$ cat src/rtl/cache_pkg.sv
// Shared types and geometry helpers for the direct-mapped data cache.
// Line fields are sized for the widest supported geometry; narrower builds zero-pad.
package cache_pkg;

    localparam int CACHE_TAG_MAX  = 32;
    localparam int CACHE_DATA_MAX = 32;

    typedef enum logic [1:0] {
        IDLE    = 2'd0,
        RD_MISS = 2'd1,
        WR_THRU = 2'd2
    } cache_state_t;

    typedef struct packed {
        logic                      valid;
        logic [CACHE_TAG_MAX-1:0]  tag;
        logic [CACHE_DATA_MAX-1:0] data;
    } cache_line_t;

    function automatic int index_bits(input int sets);
        return $clog2(sets);
    endfunction

    function automatic int tag_bits(input int addr_width, input int sets);
        return addr_width - $clog2(sets) - 2;
    endfunction

endpackage

$ cat src/rtl/cache_line_store.sv
// Valid/tag/data storage for one-word lines: combinational read port, one
// synchronous write port (fill or data-only update), valid bits cleared by rst.
module cache_line_store
    import cache_pkg::*;
#(
    parameter int DATA_WIDTH = 32,
    parameter int INDEX_BITS = 3,
    parameter int TAG_BITS   = 27
) (
    input  logic                  clk,
    input  logic                  rst,
    input  logic [INDEX_BITS-1:0] rd_index,
    output cache_line_t           rd_line,
    input  logic [INDEX_BITS-1:0] wr_index,
    input  logic                  fill_en,
    input  logic                  update_en,
    input  logic [TAG_BITS-1:0]   wr_tag,
    input  logic [DATA_WIDTH-1:0] wr_data
);

    localparam int SETS = 1 << INDEX_BITS;

    logic [SETS-1:0]       valid_reg;
    logic [TAG_BITS-1:0]   tag_mem  [SETS];
    logic [DATA_WIDTH-1:0] data_mem [SETS];

    genvar gi;
    generate
        for (gi = 0; gi < SETS; gi++) begin : g_valid
            always_ff @(posedge clk) begin
                if (rst) begin
                    valid_reg[gi] <= 1'b0;
                end else if (fill_en && (wr_index == INDEX_BITS'(gi))) begin
                    valid_reg[gi] <= 1'b1;
                end
            end
        end
    endgenerate

    // Tag and data are deliberately not reset; a cleared valid bit masks them.
    always_ff @(posedge clk) begin
        if (fill_en) begin
            tag_mem[wr_index]  <= wr_tag;
            data_mem[wr_index] <= wr_data;
        end else if (update_en) begin
            data_mem[wr_index] <= wr_data;
        end
    end

    always_comb begin
        rd_line                       = '0;
        rd_line.valid                 = valid_reg[rd_index];
        rd_line.tag[TAG_BITS-1:0]     = tag_mem[rd_index];
        rd_line.data[DATA_WIDTH-1:0]  = data_mem[rd_index];
    end

endmodule

$ cat src/rtl/data_cache.sv
// Direct-mapped, write-through, no-write-allocate data cache with zero-latency load hits.
// Optional load hit/miss counters are built when DATA_CACHE_STATS_EN is defined.
module data_cache
    import cache_pkg::*;
#(
    parameter int DATA_WIDTH = 32,
    parameter int ADDR_WIDTH = 32,
    parameter int SETS       = 8
) (
    input  logic                  clk,
    input  logic                  rst,
    input  logic [ADDR_WIDTH-1:0] cpu_addr,
    input  logic                  cpu_re,
    input  logic                  cpu_we,
    input  logic [DATA_WIDTH-1:0] cpu_wdata,
    output logic [DATA_WIDTH-1:0] cpu_rdata,
    output logic                  cpu_stall,
    output logic                  mem_req,
    output logic                  mem_we,
    output logic [ADDR_WIDTH-1:0] mem_addr,
    output logic [DATA_WIDTH-1:0] mem_wdata,
    input  logic [DATA_WIDTH-1:0] mem_rdata,
    input  logic                  mem_ready,
    output logic [31:0]           hit_count,
    output logic [31:0]           miss_count
);

    localparam int INDEX_BITS = index_bits(SETS);
    localparam int TAG_BITS   = tag_bits(ADDR_WIDTH, SETS);

    cache_state_t state_reg, state_next;

    logic [INDEX_BITS-1:0]    cpu_index;
    logic [TAG_BITS-1:0]      cpu_tag;
    logic [CACHE_TAG_MAX-1:0] tag_ext;
    cache_line_t              rd_line;
    logic                     hit;
    logic                     fill_en;
    logic                     update_en;
    logic [DATA_WIDTH-1:0]    wr_data;

    assign cpu_index = cpu_addr[INDEX_BITS+1:2];
    assign cpu_tag   = cpu_addr[ADDR_WIDTH-1:INDEX_BITS+2];

    always_comb begin
        tag_ext                 = '0;
        tag_ext[TAG_BITS-1:0]   = cpu_tag;
    end

    assign hit = rd_line.valid && (rd_line.tag == tag_ext);

    // The CPU holds its inputs while stalled, so the request fields stay stable.
    assign mem_addr  = cpu_addr & ~ADDR_WIDTH'(3);
    assign mem_wdata = cpu_wdata;
    assign wr_data   = fill_en ? mem_rdata : cpu_wdata;

    cache_line_store #(
        .DATA_WIDTH (DATA_WIDTH),
        .INDEX_BITS (INDEX_BITS),
        .TAG_BITS   (TAG_BITS)
    ) u_store (
        .clk       (clk),
        .rst       (rst),
        .rd_index  (cpu_index),
        .rd_line   (rd_line),
        .wr_index  (cpu_index),
        .fill_en   (fill_en),
        .update_en (update_en),
        .wr_tag    (cpu_tag),
        .wr_data   (wr_data)
    );

    always_ff @(posedge clk) begin
        if (rst) begin
            state_reg <= IDLE;
        end else begin
            state_reg <= state_next;
        end
    end

    always_comb begin
        state_next = state_reg;
        cpu_stall  = 1'b0;
        cpu_rdata  = '0;
        mem_req    = 1'b0;
        mem_we     = 1'b0;
        fill_en    = 1'b0;
        update_en  = 1'b0;
        case (state_reg)
            IDLE: begin
                // A store takes precedence over a simultaneous load.
                if (cpu_we) begin
                    cpu_stall  = 1'b1;
                    update_en  = hit;
                    state_next = WR_THRU;
                end else if (cpu_re) begin
                    if (hit) begin
                        cpu_rdata = rd_line.data[DATA_WIDTH-1:0];
                    end else begin
                        cpu_stall  = 1'b1;
                        state_next = RD_MISS;
                    end
                end
            end
            RD_MISS: begin
                mem_req   = 1'b1;
                cpu_stall = ~mem_ready;
                if (mem_ready) begin
                    cpu_rdata  = mem_rdata;
                    fill_en    = 1'b1;
                    state_next = IDLE;
                end
            end
            WR_THRU: begin
                mem_req   = 1'b1;
                mem_we    = 1'b1;
                cpu_stall = ~mem_ready;
                if (mem_ready) begin
                    state_next = IDLE;
                end
            end
            default: state_next = IDLE;
        endcase
    end

`ifdef DATA_CACHE_STATS_EN
    logic [31:0] hit_count_reg;
    logic [31:0] miss_count_reg;
    logic        hit_inc;
    logic        miss_inc;

    assign hit_inc  = (state_reg == IDLE) && !cpu_we && cpu_re && hit;
    assign miss_inc = (state_reg == IDLE) && !cpu_we && cpu_re && !hit;

    always_ff @(posedge clk) begin
        if (rst) begin
            hit_count_reg  <= '0;
            miss_count_reg <= '0;
        end else begin
            if (hit_inc) begin
                hit_count_reg <= hit_count_reg + 32'd1;
            end
            if (miss_inc) begin
                miss_count_reg <= miss_count_reg + 32'd1;
            end
        end
    end

    assign hit_count  = hit_count_reg;
    assign miss_count = miss_count_reg;
`else
    assign hit_count  = '0;
    assign miss_count = '0;
`endif

endmodule
$ cat config.mk
export PLATFORM = sky130hd
export DESIGN_NAME = data_cache
export DESIGN_NICKNAME = d
export VERILOG_FILES = /design/src/rtl/cache_pkg.sv /design/src/rtl/cache_line_store.sv /design/src/rtl/data_cache.sv
export SDC_FILE = /design/constraint.sdc
export NUM_CORES = 1
export LEC_CHECK = 0
export CAP_MARGIN = 15
export CORE_MARGIN = 2
export CORE_UTILIZATION = 50
export DETAILED_ROUTE_END_ITERATION = 16
export GPL_ROUTABILITY_DRIVEN = 0
export PLACE_DENSITY = 0.8
export SYNTH_ARGS = -nofsm -noshare
export SYNTH_HDL_FRONTEND = slang
export SYNTH_SLANG_ARGS = --single-unit
$ cat constraint.sdc
create_clock -name clk -period 15.2 [get_ports clk]
set_input_delay 3.04 -clock clk [delete_from_list [all_inputs] [get_ports clk]]
set_output_delay 3.04 -clock clk [all_outputs]
set_load 0.02 [all_outputs]
==> results by group <==
Outcome
  – Status: completed

Final layout
  – Antenna cell count: 0
  – Fin area: approximately 24000 um2
  – Commonest non-fill, non-tap cell in the layout: edfxtp_1
  – Most frequent cells in the layout: edfxtp_1 (472), clkdlybuf4s50_1 (192), nand2_1 (113)
  – NumNets Final: roughly 1400
  – Layout cells sized above 1: 0.1794
  – Max FFs per register: 256
  – Area growth syn-to-layout: 16.31%
  – Fillcell total: ~3000

Clocking
  – CTS tree: yes
  – Setup Buffers After CTS: 0
  – CTS Root Cell: clkbuf_16
  – Hold Buf Count CTS: 0
  – Clk sinks: 482
  – Htree depth: 2
  – Register clock-pin slew on the reported worst setup and hold paths: approximately 60 ps
  – Resized cells post-CTS: 0
  – TritonCTS buffer count: 47
  – CTS max path bufs: 3
  – Worst skew pair latency: between 500 and 600 ps

Power
  – Logic pwr share: 0.082
  – Reg power frac: 0.531
  – Switching Share: 0.2209
  – Peak VDD IR: 0.08114 mV
  – Clk pwr share: 0.387
  – Pleak: between 0.008 and 0.009 uW
  – Psw: 613.8 uW
  – Power per Cell Area: around 120 nW/um2
  – Cell Int Power: around 2200 uW

Route
  – Wire length per cell: approximately 22 um
  – 1st-pass router iterations: 5
  – DR vias/cell: roughly 5.7
  – Wirelength, routed: around 41000 um
  – Via count: 10630
  – Detailed router's first-iteration violation count: about 900
  – Final ANT Viol Nets: 0
  – Drt drc: 0

Synth
  – Synthesized instance count: 1163
  – Top post-synthesis cells by area: edfxtp_1 (69%), mux4_2 (9.6%), buf_4 (4.9%)
  – Post-synth EDFFs: roughly 470
  – Mapped Area: around 20000 um2
  – Mapped Avg Cell Area: 17.59 um2
  – Async set-reset flop share out of synthesis: 0
  – Yosys Warn Count: 0
  – Ys flop type: edfxtp_1
  – Top cell type's share of synthesized area: 0.6928
  – Seq cells post-synth: between 400 and 500
  – Register area share after synthesis: 0.7025
  – Cell taking the most area after synthesis: edfxtp_1
  – Unique masters post-synth: 56

Critical path
  – CP arrival: ~8500 ps
  – Critical Path Start Type: input pin
  – Setup slack, reg-to-reg: about 11000 ps
  – Crit Reg-Reg Endpoint: u_store.data_mem[2][29]
  – R2R depth: 8
  – R2r startpoint: u_store.tag_mem[0][6]
  – Critical path class: input pin to primary output
  – Critical path data required time: between 10000 and 15000 ps
  – Crit-path max FO: 85
  – CP endpoint kind: primary output

Floorplanning
  – Core area: 40650 um2
  – Initial Util: 0.5034
  – Die W: a little over 200 um
  – Die area: 42550 um2
  – Site Rows: 74
  – Die Height: between 200 and 250 um
  – I/O Pins: 264

Hold path
  – Worst hold-check path type: flop to flop
  – Hold Startpoint: u_store.valid_reg[1]
  – Hold path depth: 2
  – Hold endpoint: u_store.valid_reg[1]

Global routing
  – Initial antenna violation count: 0
  – Vias in the first global route: roughly 11000
  – Gr ovfl total: 0
  – Global-route wire length before repair: a little over 60000 um
  – Pin count of the biggest net entering global routing: 86
  – Global Route Usage Sum: 0.1937

STA
  – Final Setup Violations: 0
  – RSZ-0062 raised after global routing: no
  – Slew Viols, Final: 0
  – Actual slew at the worst max-slew pin: roughly 1100 ps
  – Fmax: around 87 MHz
  – Final worst-path cycle share: 0.7584
  – Worst relative slew slack: 0.2515
  – Clock Skews: ~26 ps
  – Final Hold Fails: 0
  – Setup TNS: 0 ps
  – Final min period: between 10000 and 15000 ps

Placement
  – Post-detail-place hpwl: approximately 24000 um
  – Port-buffer cells: about 200
  – Cell Area, Placed: approximately 22000 um2

Job
  – Total of max-cap violations: 0
-- cells in the mapped netlist (2+ instances only) --
library cell / count
or3_1: 2
a2bb2oi_1: 11
mux2_2: 8
nor3_1: 8
mux2i_1: 83
o211ai_1: 3
xnor2_1: 15
nand2_1: 114
nand3_1: 3
o21ai_0: 7
nor4_4: 2
xor2_1: 9
nor2b_1: 3
o221ai_1: 4
ha_1: 4
o31a_1: 2
a22o_1: 2
inv_1: 10
o22ai_1: 7
nand4_4: 2
buf_1: 7
a211oi_2: 2
buf_6: 7
mux4_2: 87
and2_1: 3
a222oi_1: 3
buf_2: 11
buf_4: 134
o21ai_2: 30
clkbuf_1: 22
nand2b_1: 5
dfxtp_1: 10
a31oi_1: 2
a22oi_1: 8
nor2_1: 26
edfxtp_1: 472
nand3b_1: 3
a21oi_1: 10
nand4_1: 5
-- worst max path at each step --
stage	startpoint	end	depth (start not counted)
floorplan	cpu_addr[2]	cpu_rdata[0]	10
global placement	cpu_addr[3]	cpu_rdata[19]	11
detailed placement	cpu_addr[3]	cpu_rdata[0]	11
CTS	cpu_addr[3]	cpu_rdata[0]	11
global route	cpu_addr[3]	cpu_rdata[0]	11
finish	cpu_addr[3]	cpu_rdata[0]	11
-- through the flow --
step / setup slack, ps / hold WS [ps] / utilization / instances / power [uW]
floorplan: 6489 / 434.8 / - / 1228 / 1662
global placement: 3742 / 444.2 / 0.5502 / 1798 / 1725
detailed placement: 3592 / 453.1 / 0.5502 / 1798 / 1731
CTS: 3591 / 469.6 / 0.5855 / 1881 / 2798
global route: 3191 / 503.0 / 0.5855 / 1881 / 2862
finish: 3672 / 469.1 / 0.5855 / 1881 / 2778
-- power groups by stage --
stage	combinational (uW)	clock [uW]	sequential, uW
final	227	1080	1480
after global routing	246	1140	1470
after CTS	229	1090	1470
after detailed placement	228	0	1500
after global placement	222	0	1500
after floorplan	160	0	1500
-- critical path, stage by stage --
cell and delay, ps:
buf_6 650, buf_4 970, nand2b_1 280, a2bb2oi_1 220, o221ai_2 220, xnor2_1 90, or3b_2 520, nor4_4 510
nand4_4 740, o21ai_0 400, clkdlybuf4s50_1 650
-- per-layer routing --
layer / routed length (um) / track usage / vias to the layer above
met5: 0 / 0 / -
met4: 969 / 0.06276 / 0
met1: 17000 / 0.2622 / 5477
li1: - / - / 4654
met3: 2644 / 0.02901 / 72
met2: 20670 / 0.3251 / 430
-- kinds of logic after synthesis --
| family | Yosys count | share of synthesized area |
|---|---|---|
| simple gates | 183 | 0.04214 |
| buf+inv | 191 | 0.06287 |
| compound gates | 100 | 0.03877 |
| mux | 178 | 0.1408 |
| flops | 482 | 0.7025 |
| other cells | 1 | 0.0001833 |
| xor+xnor | 24 | 0.01027 |
| fa+ha+maj | 4 | 0.002446 |
-- cell type report --
cell class	instances	area (um2)	share of cell area
sequential	482	14370	0.6040
multi-input combinational	555	5159	0.2168
timing repair buffer	219	2130	0.08949
clock buffer	56	1231	0.05174
tap	532	665.6	0.02797
clock inverter	27	200.2	0.008413
inverter	10	37.54	0.001577
Note: power is estimated with default switching activity, not from simulation.
